$ cat config.mk
export PLATFORM = sky130hd
export DESIGN_NAME = tmds_align_decode
export DESIGN_NICKNAME = d
export VERILOG_FILES = /design/src/rtl/tmds_pkg.sv /design/src/rtl/tmds_chan_align.sv /design/src/rtl/tmds_align_decode.sv
export SDC_FILE = /design/constraint.sdc
export NUM_CORES = 1
export LEC_CHECK = 0
export ABC_AREA = 1
export CAP_MARGIN = 20
export CORE_ASPECT_RATIO = 1.2
export CORE_UTILIZATION = 62
export DETAILED_ROUTE_END_ITERATION = 6
export PLACE_DENSITY = 0.95
export SYNTH_ARGS = -nofsm -noshare
export SYNTH_HDL_FRONTEND = slang
export SYNTH_SLANG_ARGS = --single-unit
export TNS_END_PERCENT = 30
$ cat constraint.sdc
create_clock -name i_clk -period 5.11 [get_ports i_clk]
set_input_delay 1.022 -clock i_clk [delete_from_list [all_inputs] [get_ports i_clk]]
set_output_delay 1.022 -clock i_clk [all_outputs]
set_load 0.02 [all_outputs]
$ cat src/rtl/tmds_pkg.sv
// Shared TMDS definitions: word-class encoding, alignment FSM states,
// control / TERC4 / guard-band codewords (all in wire bit order, bit 0 is
// the first bit on the wire) and the 10-bit decode function used by every
// channel.
package tmds_pkg;

    typedef enum logic [1:0] {
        KIND_VIDEO = 2'd0,
        KIND_CTRL  = 2'd1,
        KIND_TERC4 = 2'd2,
        KIND_GUARD = 2'd3
    } kind_t;

    typedef enum logic {
        ST_SEARCH = 1'b0,
        ST_LOCKED = 1'b1
    } align_state_t;

    localparam logic [9:0] CTRL_0 = 10'h0AB;
    localparam logic [9:0] CTRL_1 = 10'h354;
    localparam logic [9:0] CTRL_2 = 10'h0AA;
    localparam logic [9:0] CTRL_3 = 10'h355;

    // Video guard-band word (the one that does not alias a TERC4 code).
    localparam logic [9:0] GUARD_VIDEO = 10'h332;

    // TERC4 codewords; element i decodes to nibble i.
    localparam logic [15:0][9:0] TERC4_CODE = {
        10'h30D, 10'h31A, 10'h239, 10'h1C5,   // 15..12
        10'h18D, 10'h0E6, 10'h272, 10'h0CD,   // 11..8
        10'h0F2, 10'h1C6, 10'h1E2, 10'h23A,   //  7..4
        10'h11D, 10'h09D, 10'h319, 10'h0E5    //  3..0
    };

    typedef struct packed {
        logic [7:0] pix;
        logic [1:0] ctl;
        logic [3:0] aux;
        kind_t      kind;
    } decode_t;

    // Full decode of one aligned word. The video byte is produced for every
    // word; class, control pair and TERC4 nibble come from codeword lookup.
    function automatic decode_t tmds_decode(input logic [9:0] w);
        decode_t    r;
        logic [7:0] d;
        d        = w[9] ? ~w[7:0] : w[7:0];
        r.pix    = '0;
        r.pix[0] = d[0];
        for (int i = 1; i < 8; i++) begin
            r.pix[i] = w[8] ? (d[i] ^ d[i-1]) : ~(d[i] ^ d[i-1]);
        end
        r.ctl  = 2'd0;
        r.aux  = 4'd0;
        r.kind = KIND_VIDEO;
        case (w)
            CTRL_0:      begin r.kind = KIND_CTRL; r.ctl = 2'd0; end
            CTRL_1:      begin r.kind = KIND_CTRL; r.ctl = 2'd1; end
            CTRL_2:      begin r.kind = KIND_CTRL; r.ctl = 2'd2; end
            CTRL_3:      begin r.kind = KIND_CTRL; r.ctl = 2'd3; end
            GUARD_VIDEO: r.kind = KIND_GUARD;
            default:     ;
        endcase
        for (int i = 0; i < 16; i++) begin
            if (w == TERC4_CODE[4'(i)]) begin
                r.kind = KIND_TERC4;
                r.aux  = 4'(i);
                r.ctl  = 2'(i);
            end
        end
        return r;
    endfunction

    // Bit-slip offsets run 0..9 and wrap.
    function automatic logic [3:0] next_offset(input logic [3:0] off);
        return (off == 4'd9) ? 4'd0 : off + 4'd1;
    endfunction

endpackage

$ cat src/rtl/tmds_chan_align.sv
// One TMDS channel: bit-slip window, SEARCH/LOCKED word-alignment FSM and
// registered decode of the aligned word.
//   i_clk, i_reset_n : pixel clock, asynchronous active-low reset
//   i_word           : raw 10-bit word, arbitrary bit alignment
//   i_resync         : drop lock / restart search
//   o_pix/o_ctl/o_aux/o_kind : registered decode of the aligned word
//   o_lock           : high while the FSM is LOCKED
//   o_offset         : current bit-slip offset 0..9
module tmds_chan_align
    import tmds_pkg::*;
#(
    parameter int LOCK_COUNT     = 8,
    parameter int SEARCH_TIMEOUT = 64,
    parameter int LOSS_TIMEOUT   = 65536
) (
    input  logic       i_clk,
    input  logic       i_reset_n,
    input  logic [9:0] i_word,
    input  logic       i_resync,
    output logic [7:0] o_pix,
    output logic [1:0] o_ctl,
    output logic [3:0] o_aux,
    output logic [1:0] o_kind,
    output logic       o_lock,
    output logic [3:0] o_offset
);

    localparam int HIT_W   = $clog2(LOCK_COUNT + 1);
    localparam int DWELL_W = (SEARCH_TIMEOUT > 1) ? $clog2(SEARCH_TIMEOUT) : 1;
    localparam int LOSS_W  = (LOSS_TIMEOUT > 1) ? $clog2(LOSS_TIMEOUT) : 1;

    localparam logic [HIT_W-1:0]   HIT_LIMIT  = HIT_W'(LOCK_COUNT);
    localparam logic [DWELL_W-1:0] DWELL_LAST = DWELL_W'(SEARCH_TIMEOUT - 1);
    localparam logic [LOSS_W-1:0]  LOSS_LAST  = LOSS_W'(LOSS_TIMEOUT - 1);

    logic [9:0]         prev;
    logic [19:0]        window;
    logic [9:0]         aligned;
    decode_t            dec;
    logic               is_ctrl;
    align_state_t       state;
    logic [3:0]         offset;
    logic [HIT_W-1:0]   hit_cnt;
    logic [DWELL_W-1:0] dwell;
    logic [LOSS_W-1:0]  loss_cnt;

    // Current word above the previous one, so any 10-bit slice starting at
    // 0..9 is a complete candidate word.
    assign window   = {i_word, prev};
    assign aligned  = window[offset +: 10];
    assign dec      = tmds_decode(aligned);
    assign is_ctrl  = (dec.kind == KIND_CTRL);
    assign o_offset = offset;

    // NOTE: non-blocking assignments make every register sample pre-edge values,
    // so the order of statements across always_ff blocks cannot matter.
    always_ff @(posedge i_clk or negedge i_reset_n) begin
        if (!i_reset_n) begin
            prev   <= '0;
            o_pix  <= '0;
            o_ctl  <= '0;
            o_aux  <= '0;
            o_kind <= '0;
        end else begin
            prev   <= i_word;
            o_pix  <= dec.pix;
            o_ctl  <= dec.ctl;
            o_aux  <= dec.aux;
            o_kind <= dec.kind;
        end
    end

    // Every counter either transitions or clears before reaching its limit,
    // so none can wrap.
    always_ff @(posedge i_clk or negedge i_reset_n) begin
        if (!i_reset_n) begin
            state    <= ST_SEARCH;
            o_lock   <= 1'b0;
            offset   <= '0;
            hit_cnt  <= '0;
            dwell    <= '0;
            loss_cnt <= '0;
        end else begin
            case (state)
                ST_SEARCH: begin
                    if (i_resync) begin
                        hit_cnt <= '0;
                        dwell   <= '0;
                    end else if (hit_cnt == HIT_LIMIT) begin
                        // Lock has priority over a coincident dwell timeout.
                        state    <= ST_LOCKED;
                        o_lock   <= 1'b1;
                        hit_cnt  <= '0;
                        dwell    <= '0;
                        loss_cnt <= '0;
                    end else if (dwell == DWELL_LAST) begin
                        offset  <= next_offset(offset);
                        hit_cnt <= '0;
                        dwell   <= '0;
                    end else begin
                        dwell   <= dwell + 1'b1;
                        hit_cnt <= is_ctrl ? hit_cnt + 1'b1 : '0;
                    end
                end
                ST_LOCKED: begin
                    if (i_resync || (!is_ctrl && loss_cnt == LOSS_LAST)) begin
                        state    <= ST_SEARCH;
                        o_lock   <= 1'b0;
                        offset   <= next_offset(offset);
                        hit_cnt  <= '0;
                        dwell    <= '0;
                        loss_cnt <= '0;
                    end else begin
                        loss_cnt <= is_ctrl ? '0 : loss_cnt + 1'b1;
                    end
                end
                default: begin
                    state  <= ST_SEARCH;
                    o_lock <= 1'b0;
                end
            endcase
        end
    end

endmodule

$ cat src/rtl/tmds_align_decode.sv
// Multi-channel TMDS word aligner and decoder.
//   i_clk, i_reset_n : pixel clock, asynchronous active-low reset
//   i_word           : NCH raw 10-bit words, channel c at [10c+9:10c]
//   i_resync         : drop lock on all channels and restart search
//   o_pix/o_ctl/o_aux/o_kind : per-channel decode (8/2/4/2 bits each)
//   o_lock           : per-channel word lock
//   o_all_lock       : registered AND of o_lock
//   o_offset         : per-channel bit-slip offset (4 bits each)
module tmds_align_decode
    import tmds_pkg::*;
#(
    parameter int NCH            = 3,
    parameter int LOCK_COUNT     = 8,
    parameter int SEARCH_TIMEOUT = 64,
    parameter int LOSS_TIMEOUT   = 65536
) (
    input  logic              i_clk,
    input  logic              i_reset_n,
    input  logic [10*NCH-1:0] i_word,
    input  logic              i_resync,
    output logic [8*NCH-1:0]  o_pix,
    output logic [2*NCH-1:0]  o_ctl,
    output logic [4*NCH-1:0]  o_aux,
    output logic [2*NCH-1:0]  o_kind,
    output logic [NCH-1:0]    o_lock,
    output logic              o_all_lock,
    output logic [4*NCH-1:0]  o_offset
);

    for (genvar c = 0; c < NCH; c++) begin : g_chan
        tmds_chan_align #(
            .LOCK_COUNT     (LOCK_COUNT),
            .SEARCH_TIMEOUT (SEARCH_TIMEOUT),
            .LOSS_TIMEOUT   (LOSS_TIMEOUT)
        ) u_chan (
            .i_clk    (i_clk),
            .i_reset_n(i_reset_n),
            .i_word   (i_word[10*c +: 10]),
            .i_resync (i_resync),
            .o_pix    (o_pix[8*c +: 8]),
            .o_ctl    (o_ctl[2*c +: 2]),
            .o_aux    (o_aux[4*c +: 4]),
            .o_kind   (o_kind[2*c +: 2]),
            .o_lock   (o_lock[c]),
            .o_offset (o_offset[4*c +: 4])
        );
    end

    always_ff @(posedge i_clk or negedge i_reset_n) begin
        if (!i_reset_n) begin
            o_all_lock <= 1'b0;
        end else begin
            o_all_lock <= &o_lock;
        end
    end

endmodule

# Yosys cells after proc, flatten, opt, wreduce, memory -nomap -nowiden
# Index checks and enable logic that the tools add are counted.
# op_classes
n_reduce_logical,22
n_bitwise,48
n_mux,147
shift,3
n_eq_ne,72
add_sub_neg,12
# ops
cell,count
two-way mux 8 bit,30
two-way mux 16 bit,12
"== test 10 bit, second input constant",18
"== test 10 x 8 -> 1 bit, second input constant",15
two-way mux 4 bit,30
case mux 16 bit (2 select lines),3
"== test 10 x 9 -> 1 bit, second input constant",9
two-way mux 6 bit,12
variable part select 20 x 5 -> 10 bit,3
"adder 16 x 1 -> 16 bit, second input constant",3
"== test 16 bit, second input constant",3
case mux 4 bit (2 select lines),6
two-way mux 1 bit,39
case mux 6 bit (2 select lines),3
"adder 4 x 1 -> 4 bit, second input constant",6
"== test 4 bit, second input constant",6
inverter 1 bit,24
inverter 8 bit,3
XOR 1 bit,21
"adder 6 x 1 -> 6 bit, second input constant",3
"== test 6 bit, second input constant",3
"inequality test 2 bit, second input constant",9
case mux 2 bit (3 select lines),3
"inequality test 2 x 1 -> 1 bit, second input constant",6
10 further kinds,34
# word_totals
input_bits,33
out_inout_bits,64
elab_cells,338
regBits,175

# Depth between registers and ports, before layout
# Gate-level depths: netlist (run 1).
# logic_depth
word_depth,19
ltp_mapped,15
depth_no_buf,14

# Cells and area by module
# Synthesis (run 1) repeated with hierarchy kept, for this count alone.
# unflattened
hier_cells,1237
hier_area_um2,8827.2
# modules_own_cells
mod,cells_per_inst,instances,seq_area_each_um2,area_each_um2
tmds_chan_align (g_chan[1].u_chan),412,1,1176.1,2954.1
tmds_chan_align (g_chan[2].u_chan),424,1,1176.1,2946.6
tmds_chan_align (g_chan[0].u_chan),397,1,1176.1,2887.8
tmds_align_decode,4,1,25.0,38.8

# Worst setup path before layout (run 1)
# No wires, ideal clock.
# synth_timing
path_kind,input -> register
start,input i_word[16]
end,register g_chan[1].u_chan.o_pix[3]
t_arrival_ns,1.982
path_stages,11
setup_time_ns,0.113
n_path_buf,0
setup_slack_ns,3.015
t_required_ns,4.997
path_cell_list,or2_1 o21ai_0 nand2_1 nand3_1 inv_1 a21oi_4 nand2_1 nand2_1 nand2_1 nand2_1 inv_1
# synth_rtl
element,line,rtl
"start, declared",tmds_align_decode.sv:19,"input logic [10*NCH-1:0] i_word,"
"end signal, assigned",tmds_chan_align.sv:66,o_pix <= dec.pix;
"end, declared",tmds_chan_align.sv:20,"output logic [7:0] o_pix,"

# Worst setup path after layout (run 1)
# layout_timing
start,register g_chan[2].u_chan.offset[0]
end,output o_offset[8]
# layout_rtl
element,line,rtl
"start, declared",tmds_chan_align.sv:42,logic [3:0] offset;
"start signal, assigned",tmds_chan_align.sv:97,offset <= next_offset(offset);
"start signal, assigned",tmds_chan_align.sv:109,offset <= next_offset(offset);
"end, declared",tmds_align_decode.sv:27,output logic [4*NCH-1:0] o_offset
# No word-level cell between the ends.

==> results.cfg, run 1 <==
[cts]
holdBufCountCts = 0
numCtsBuffers = 17
h-tree-depth = 4
path_clk_slew_ns = 0.06
cts_max_path_buffers = 2
cts-root-buf = clkbuf_16
clkLatencyLatePin_ns = 0.43
cts.repair.resized = 0
clock_sinks = 140
cts_tree = yes
cts_setup_buffers = 0

[pwr]
power_frac_seq_pct = 41.0
sw_frac_of_total_pct = 26.3
p_total_mw = 2.95
vdd_drop_max_mv = 0.227
p_per_area_nw_per_um2 = 293
p_leak_nw = 4.82
power_frac_comb_pct = 14.7
power_switching_uw = 776
internal_power_mw = 2.17
clkPwrFrac_pct = 44.3

[worst_hold_path]
hp-class = reg -> reg
holdPathStages = 1
hp-start = g_chan[1].u_chan.dwell[0]$_DFFE_PN0P_
holdPathEnd = g_chan[1].u_chan.dwell[0]$_DFFE_PN0P_

[critical_path]
reg2reg_depth = 11
start_kind = register
crit_fanout = 37
path_buf_inv = 1
critPathArrivalTime_ns = 2.23
r2r-end = g_chan[1].u_chan.o_pix[1]$_DFF_PN0_
cp_top_family = flip-flops
r2r_slack_ns = 2.30
crit_slowest_cell = dfrtp_1
end_kind = output pin
reg2reg_from = g_chan[1].u_chan.o_offset[0]$_DFFE_PN0P_
cp_num_cells = 1
crit_type = reg -> out
slowest_delay_ns = 1.03
crit_chain = clkdlybuf4s50_1
crit_required_ns = 4.09

[routing]
route.detailed.drc = 0
route.vias.total = 8199
routedWlPerCell_um = 13.9
drt_first_pass_iters = 5
wl_um = 20000
vias_per_cell = 5.70
drt_iter0_markers = 750
ant_nets = 0

[cells_and_area]
area_growth_pct = 15.5
stdcell_count = 1439
drive_gt1_share_pct = 6.47
fin_area_um2 = 10100
diodes = 0
nets = 1294

[sta]
tns_ns = 0
rsz0062_at_grt = no
finalSetupViolCount = 0
fmax_mhz = 307
drv_slew = 0
fin_skew_ns = 0.00961
final_hold_viol_count = 0
worstMarginPinSlew_ns = 1.05
slew_headroom_pct = 29.8
min_period_ns = 3.25
post-route-period-util_pct = 63.7

[logic_synthesis]
netlist_instances = 1207
synth-seq-cells = 140
syn-cell-area_um2 = 8710
synth.avg_cell_area_um2 = 7.22
yosysTopAreaCell = dfrtp_1
synth.most_common_cell = nand2_1
ys_types = 48
yosysTopAreaCellShare_pct = 40.2
synthTopCellsByCount = 357 x nand2_1, 187 x nand3_1, 140 x dfrtp_1, 111 x inv_1, 75 x nor2_1
synthFlopType = dfrtp_1
yosys_warnings = 0
synth-async-reset-ratio_pct = 100
synth_area_leaders = dfrtp_1 40%, nand2_1 15%, nand3_1 11%, inv_1 4.8%, nor2_1 3.2%
yosysSeqAreaShare_pct = 40.2
synth_enable_flop_cells = 0

[global_route]
grt_pass1_vias = 7623
met2_usage_pct = 48.8
grt_use_met3_pct = 6.08
grt_use_total_pct = 29.8
antenna_found_initial = 0
grt_util_met1_pct = 37.5
grt-ovfl-total = 0
top_usage_layer = met2
grt_max_degree = 63
grt_pass1_wl_um = 34300

[placed_design]
gp_congestion = 0.932
dp_hpwl_um = 14000
io_buffers = 93
place_area_um2 = 9440
dp.cells = 1407

[floorplan]
coreArea_um2 = 13800
row_count = 47
die_h_um = 132
die_width_um = 110
initial_core_util_pct = 63.3
die_area_um2 = 14500
ioPinCount = 97

[run_status]
status = complete, no violations

[job]
drv_cap = 0
==> kinds of logic after synthesis <==
family,share of synthesized area [%]
other cells,0.0862
buf+inv,10.1
fa+ha+maj,0.862
simple gates,35.4
flops,40.2
xor+xnor,3.52
compound gates,9.81
==> stage by stage <==
step	hold WS, ns	setup slack [ns]	utilization [%]
after global placement	0.504	2.38	68.6
after global routing	0.543	1.72	73.1
after detailed placement	0.520	2.36	68.6
final	0.525	1.86	73.1
after CTS	0.527	1.90	73.1
after floorplan	0.482	3.01	-
==> area by class of cell <==
type / count / area, um2
multi-input cells: 883 / 4340
fillers: 1060 / 3700
flip-flops and latches: 140 / 3500
repair buffers: 95 / 947
clock buffers: 21 / 450
inverters: 118 / 443
well taps: 171 / 214
clock inverters: 11 / 168
==> placed cells by master, fill, tap and decap left out, drive strengths merged, types with 19 or more instances in the layout <==
cell / netlist / final
a21oi: 44 / 44
clkbuf: 10 / 21
clkdlybuf4s50: 0 / 92
dfrtp: 140 / 140
inv: 118 / 118
nand2: 369 / 369
nand3: 194 / 194
nor2: 78 / 78
nor3: 19 / 19
o211ai: 19 / 19
o21ai: 56 / 56
xor2: 27 / 27
==> how the worst max path moves through the flow <==
stage | startpoint | endpoint | slack [ns]
CTS | g_chan[2].u_chan.o_offset[0]$_DFFE_PN0P_ | o_offset[8] | 1.90
global route | g_chan[2].u_chan.o_offset[0]$_DFFE_PN0P_ | o_offset[8] | 1.72
detailed placement | g_chan[2].u_chan.o_offset[0]$_DFFE_PN0P_ | o_offset[8] | 2.36
floorplan | i_word[16] | g_chan[1].u_chan.o_pix[3]$_DFF_PN0_ | 3.01
global placement | g_chan[2].u_chan.o_offset[0]$_DFFE_PN0P_ | o_offset[8] | 2.38
finish | g_chan[2].u_chan.o_offset[0]$_DFFE_PN0P_ | o_offset[8] | 1.86
==> power by group through the flow <==
| stage | logic (mW) | registers, mW | clock network (mW) |
|---|---|---|---|
| after floorplan | 0.240 | 1.26 | 0 |
| after global placement | 0.419 | 1.22 | 0 |
| after detailed placement | 0.430 | 1.23 | 0 |
| after CTS | 0.433 | 1.21 | 1.31 |
| after global routing | 0.488 | 1.22 | 1.37 |
| final | 0.434 | 1.21 | 1.30 |
==> sequential cells by signal (all words and copies together), names as in the netlist <==
register                cells
g_chan.u_chan.loss_cnt     48
g_chan.u_chan.prev         30
g_chan.u_chan.o_pix        24
g_chan.u_chan.dwell        18
g_chan.u_chan.o_offset     12
g_chan.u_chan.o_lock        3
g_chan.u_chan.state         3
g_chan.u_chan.o_ctl         1
o_all_lock                  1
==> routing by layer <==
| metal | vias up | part of all wire [%] |
|---|---|---|
| met2 | 308 | 51 |
| li1 | 4019 | - |
| met1 | 3809 | 41 |
| met3 | 63 | 5.7 |
| met4 | 0 | 3.1 |
| met5 | - | 0 |
Note: power is estimated with default switching activity, not from simulation.
==> run 2, diff against run 1 <==
--- a/config.mk
+++ b/config.mk
@@ -8,9 +8,9 @@
 export ABC_AREA = 1
 export CAP_MARGIN = 20
 export CORE_ASPECT_RATIO = 1.2
-export CORE_UTILIZATION = 62
+export CORE_UTILIZATION = 57
 export DETAILED_ROUTE_END_ITERATION = 6
-export PLACE_DENSITY = 0.95
+export PLACE_DENSITY = 0.93
 export SYNTH_ARGS = -nofsm -noshare
 export SYNTH_HDL_FRONTEND = slang
 export SYNTH_SLANG_ARGS = --single-unit
==> constraint.sdc (replaced) <==
create_clock -name i_clk -period 3.18 [get_ports i_clk]
set_input_delay 0.636 -clock i_clk [delete_from_list [all_inputs] [get_ports i_clk]]
set_output_delay 0.636 -clock i_clk [all_outputs]
set_load 0.02 [all_outputs]
==> results.cfg, run 2 (synthesized netlist as in run 1, its figures left out) <==
[cts]
cts.repair.resized = 0
cts_tree = yes
numCtsBuffers = 17
cts-root-buf = clkbuf_16
cts_setup_buffers = 0
holdBufCountCts = 0
h-tree-depth = 4
clock_sinks = 140
clkLatencyLatePin_ns = 0.42
path_clk_slew_ns = 0.06
cts_max_path_buffers = 2

[critical_path]
critPathArrivalTime_ns = 1.92
crit_chain = clkdlybuf4s50_1
reg2reg_from = g_chan[2].u_chan.o_offset[0]$_DFFE_PN0P_
crit_fanout = 17
reg2reg_depth = 13
path_buf_inv = 1
slowest_delay_ns = 0.76
crit_type = reg -> out
cp_num_cells = 1
end_kind = output pin
endpoint = o_offset[2]
crit_required_ns = 2.54
r2r_slack_ns = 0.89
r2r-end = g_chan[2].u_chan.o_pix[5]$_DFF_PN0_
start_kind = register
crit_slowest_cell = dfrtp_1
startpoint = g_chan[0].u_chan.o_offset[2]$_DFFE_PN0P_
cp_top_family = flip-flops

[global_route]
grt-ovfl-total = 0
grt_use_total_pct = 26.7
grt_pass1_vias = 7609
antenna_found_initial = 0
grt_max_degree = 59
grt_pass1_wl_um = 33600

[sta]
slew_headroom_pct = 51.0
post-route-period-util_pct = 80.4
finalSetupViolCount = 0
final_hold_viol_count = 0
rsz0062_at_grt = no
fmax_mhz = 391
worstMarginPinSlew_ns = 0.735
fin_skew_ns = 0.00746
min_period_ns = 2.56
tns_ns = 0
drv_slew = 0

[placed_design]
place_area_um2 = 9550
dp_hpwl_um = 14500
gp_congestion = 0.947
io_buffers = 93

[cells_and_area]
fillCellCount = 1240
regMostFlops = g_chan.u_chan.loss_cnt
layout_common_cells = 357 x nand2_1, 187 x nand3_1, 140 x dfrtp_1
diodes = 0
top_regs = g_chan.u_chan.loss_cnt x48, g_chan.u_chan.prev x30, g_chan.u_chan.o_pix x24
fin_area_um2 = 10100
multi_input_area_um2 = 4340
drive_gt1_share_pct = 6.99
nets = 1301
finish.utilization_pct = 67.6
area_growth_pct = 16.1
final_common_cell = nand2_1
regArea_um2 = 3500
largest_reg_flops = 48

[routing]
vias_per_cell = 5.58
drt_first_pass_iters = 5
route.detailed.drc = 0
ant_nets = 0
drt_iter0_markers = 678
wl_um = 20000
route.vias.total = 8247
routedWlPerCell_um = 13.6

[run_status]
status = complete, no violations

[floorplan]
coreArea_um2 = 15000
die_h_um = 137
row_count = 49
initial_core_util_pct = 58.2
die_width_um = 115
die_area_um2 = 15800
ioPinCount = 97

[pwr]
vdd_drop_max_mv = 0.310
p_per_area_nw_per_um2 = 448
p_leak_nw = 4.85

[worst_hold_path]
hp-class = in -> async

[job]
drv_cap = 0
run 2: changes by cell type in the layout (fill, tap and decap cells not counted):
cell        change
buf_4           +6
clkinv_4        -1
buf_12          +1
bufinv_16       -3
clkinv_2        +2
clkbuf_1        -2
clkinvlp_4      -2
clkbuf_8        +4
run 2: final cells by class:
class / instances / area share (%)
Inverter: 118 / 4.38
Multi-Input combinational cell: 883 / 42.9
Timing Repair Buffer: 102 / 10.0
Sequential cell: 140 / 34.6
Tap cell: 204 / 2.52
Clock inverter: 7 / 0.631
Clock buffer: 23 / 4.92
run 2: metrics by stage:
step	hold WS [ns]	std cells	worst slack (ns)	total power [mW]
after floorplan	0.340	1209	1.45	2.40
after global placement	0.507	1447	0.881	2.65
after detailed placement	0.512	1447	0.825	2.67
after CTS	0.181	1477	0.603	4.56
after global routing	0.204	1477	0.526	4.73
final	0.168	1477	0.623	4.53
run 2: worst min-delay path by stage:
stage                     slack [ns]                                    end  cells after the start
after global routing            0.20     g_chan[1].u_chan.prev[0]$_DFF_PN0_                      1
final                           0.17     g_chan[1].u_chan.prev[0]$_DFF_PN0_                      1
after detailed placement        0.51  g_chan[1].u_chan.dwell[1]$_DFFE_PN0P_                      1
after CTS                       0.18     g_chan[1].u_chan.prev[0]$_DFF_PN0_                      1
after floorplan                 0.34  g_chan[0].u_chan.dwell[0]$_DFFE_PN0P_                      0
after global placement          0.51    g_chan[2].u_chan.o_lock$_DFFE_PN0P_                      2
run 2: routing by layer:
metal	GRT usage, %	wire (um)	part of all wire (%)
met4	12.5	498	2.5
met2	47.4	10300	51
met1	31.5	8170	41
met3	4.53	1060	5.3
met5	0	0	0
run 2: report_power, final:
part	switching [mW]	total, mW	internal (mW)
Combinational	0.423	0.713	0.290
Sequential	0.0597	1.93	1.87
Clock	0.723	1.89	1.16
Total	1.21	4.53	3.33
==> run 3, diff against run 2 <==
==> constraint.sdc (replaced) <==
create_clock -name i_clk -period 2.6 [get_ports i_clk]
set_input_delay 0.52 -clock i_clk [delete_from_list [all_inputs] [get_ports i_clk]]
set_output_delay 0.52 -clock i_clk [all_outputs]
set_load 0.02 [all_outputs]
==> results.cfg, run 3 (synthesized netlist as in run 1, its figures left out) <==
[critical_path]
critPathArrivalTime_ns = 1.90
crit_chain = buf_4 -> clkdlybuf4s50_1
end_kind = output pin
crit_fanout = 12
crit_required_ns = 2.08
crit_slowest_cell = clkdlybuf4s50_1
slowest_delay_ns = 0.62
start_kind = register
crit_type = reg -> out

[cts]
holdBufCountCts = 0
cts.repair.resized = 0
cts_max_path_buffers = 2
cts-root-buf = clkbuf_16
clock_sinks = 140
path_clk_slew_ns = 0.06
numCtsBuffers = 17
cts_tree = yes
cts_setup_buffers = 0
clkLatencyLatePin_ns = 0.43
h-tree-depth = 4

[sta]
min_period_ns = 2.42
post-route-period-util_pct = 93.2
fin_skew_ns = 0.00947
rsz0062_at_grt = no
worstMarginPinSlew_ns = 0.649
tns_ns = 0
drv_slew = 0
slew_headroom_pct = 56.7
fmax_mhz = 413
finalSetupViolCount = 0
final_hold_viol_count = 0

[routing]
routedWlPerCell_um = 13.8
route.vias.total = 8260
wl_um = 20500
ant_nets = 0
vias_per_cell = 5.56
drt_iter0_markers = 738
drt_first_pass_iters = 5
route.detailed.drc = 0

[floorplan]
ioPinCount = 97
die_h_um = 137
coreArea_um2 = 15000
row_count = 49
initial_core_util_pct = 58.2
die_width_um = 115
die_area_um2 = 15800

[cells_and_area]
final_common_cell = nand2_1
top_regs = g_chan.u_chan.loss_cnt x48, g_chan.u_chan.prev x30, g_chan.u_chan.o_pix x24
diodes = 0
layout_common_cells = 357 x nand2_1, 187 x nand3_1, 140 x dfrtp_1
finish.utilization_pct = 68.5
area_growth_pct = 17.5
nets = 1307
largest_reg_flops = 48
stdcell_count = 1485
drive_gt1_share_pct = 7.65
regMostFlops = g_chan.u_chan.loss_cnt

[job]
drv_cap = 0

[pwr]
power_frac_seq_pct = 40.0
p_leak_nw = 4.89
power_switching_mw = 1.56
internal_power_mw = 4.35
power_frac_comb_pct = 14.8
clkPwrFrac_pct = 45.1
sw_frac_of_total_pct = 26.4
p_per_area_nw_per_um2 = 576
vdd_drop_max_mv = 0.384

[placed_design]
dp.cells = 1453
gp_congestion = 0.932
io_buffers = 93
dp_hpwl_um = 14500

[worst_hold_path]
hp-class = in -> async

[global_route]
grt_pass1_wl_um = 34300
grt_max_degree = 57
grt_use_total_pct = 27.4
grt-ovfl-total = 0
grt_pass1_vias = 7665
antenna_found_initial = 0

[run_status]
status = complete, no violations
-- run 3: cell types whose count changed in the layout (fill, tap and decap cells not counted), sizes merged --
cell / before / now
clkinvlp: 0 / 5
bufinv: 1 / 5
inv: 118 / 119
clkinv: 6 / 4
buf: 10 / 16
clkbuf: 23 / 17
-- run 3: final timing paths --
check                                                         start                                       end  slack [ns]  depth (start not counted)
min                                                       i_reset_n        g_chan[1].u_chan.prev[4]$_DFF_PN0_        0.03                          1
min in group i_clk              g_chan[2].u_chan.o_lock$_DFFE_PN0P_       g_chan[2].u_chan.o_lock$_DFFE_PN0P_        0.52                          2
max reg2reg                g_chan[2].u_chan.o_offset[0]$_DFFE_PN0P_       g_chan[2].u_chan.o_pix[5]$_DFF_PN0_        0.58                         12
max in group asynchronous                                 i_reset_n  g_chan[1].u_chan.loss_cnt[9]$_DFFE_PN0P_        1.85                          2
max                        g_chan[2].u_chan.o_offset[1]$_DFFE_PN0P_                               o_offset[9]        0.18                          2
min reg2reg                     g_chan[2].u_chan.o_lock$_DFFE_PN0P_       g_chan[2].u_chan.o_lock$_DFFE_PN0P_        0.52                          2
-- run 3: final cells by class --
type	instances	area, um2
clock inverters	15	220
well taps	204	255
repair buffers	108	1060
multi-input cells	883	4340
inverters	118	443
flip-flops and latches	140	3500
clock buffers	17	425
fillers	1247	4720
-- run 3: through the flow --
step	setup WS (ns)	area [um2]	total power, mW	hold slack (ns)
3_5_place_dp	0.348	9600	3.27	0.511
3_3_place_gp	0.418	9600	3.24	0.509
4_1_cts	0.201	10200	5.93	0.0648
5_1_grt	0.110	10200	6.15	0.0792
2_1_floorplan	0.868	8720	2.94	0.224
6_report	0.177	10200	5.90	0.0348
-- run 3: power by group through the flow --
stage	Clock, mW	Sequential (mW)	Combinational, mW
final	2.66	2.36	0.876
after global routing	2.80	2.38	0.974
after CTS	2.68	2.37	0.876
after detailed placement	0	2.40	0.869
after global placement	0	2.40	0.848
after floorplan	0	2.47	0.471
-- run 3: critical path, delay by kind of cell, from the launching register on --
family                 cells  cell delay [ns]
buffers and inverters      2             0.88
DFF                        1             0.59
-- run 3: routing by layer --
metal	vias up	GRT usage [%]	share of wire (%)
li1	4042	-	-
met1	3877	32.9	40
met2	279	47.8	52
met3	62	4.49	4.6
met4	0	12.9	2.8
met5	-	0	0
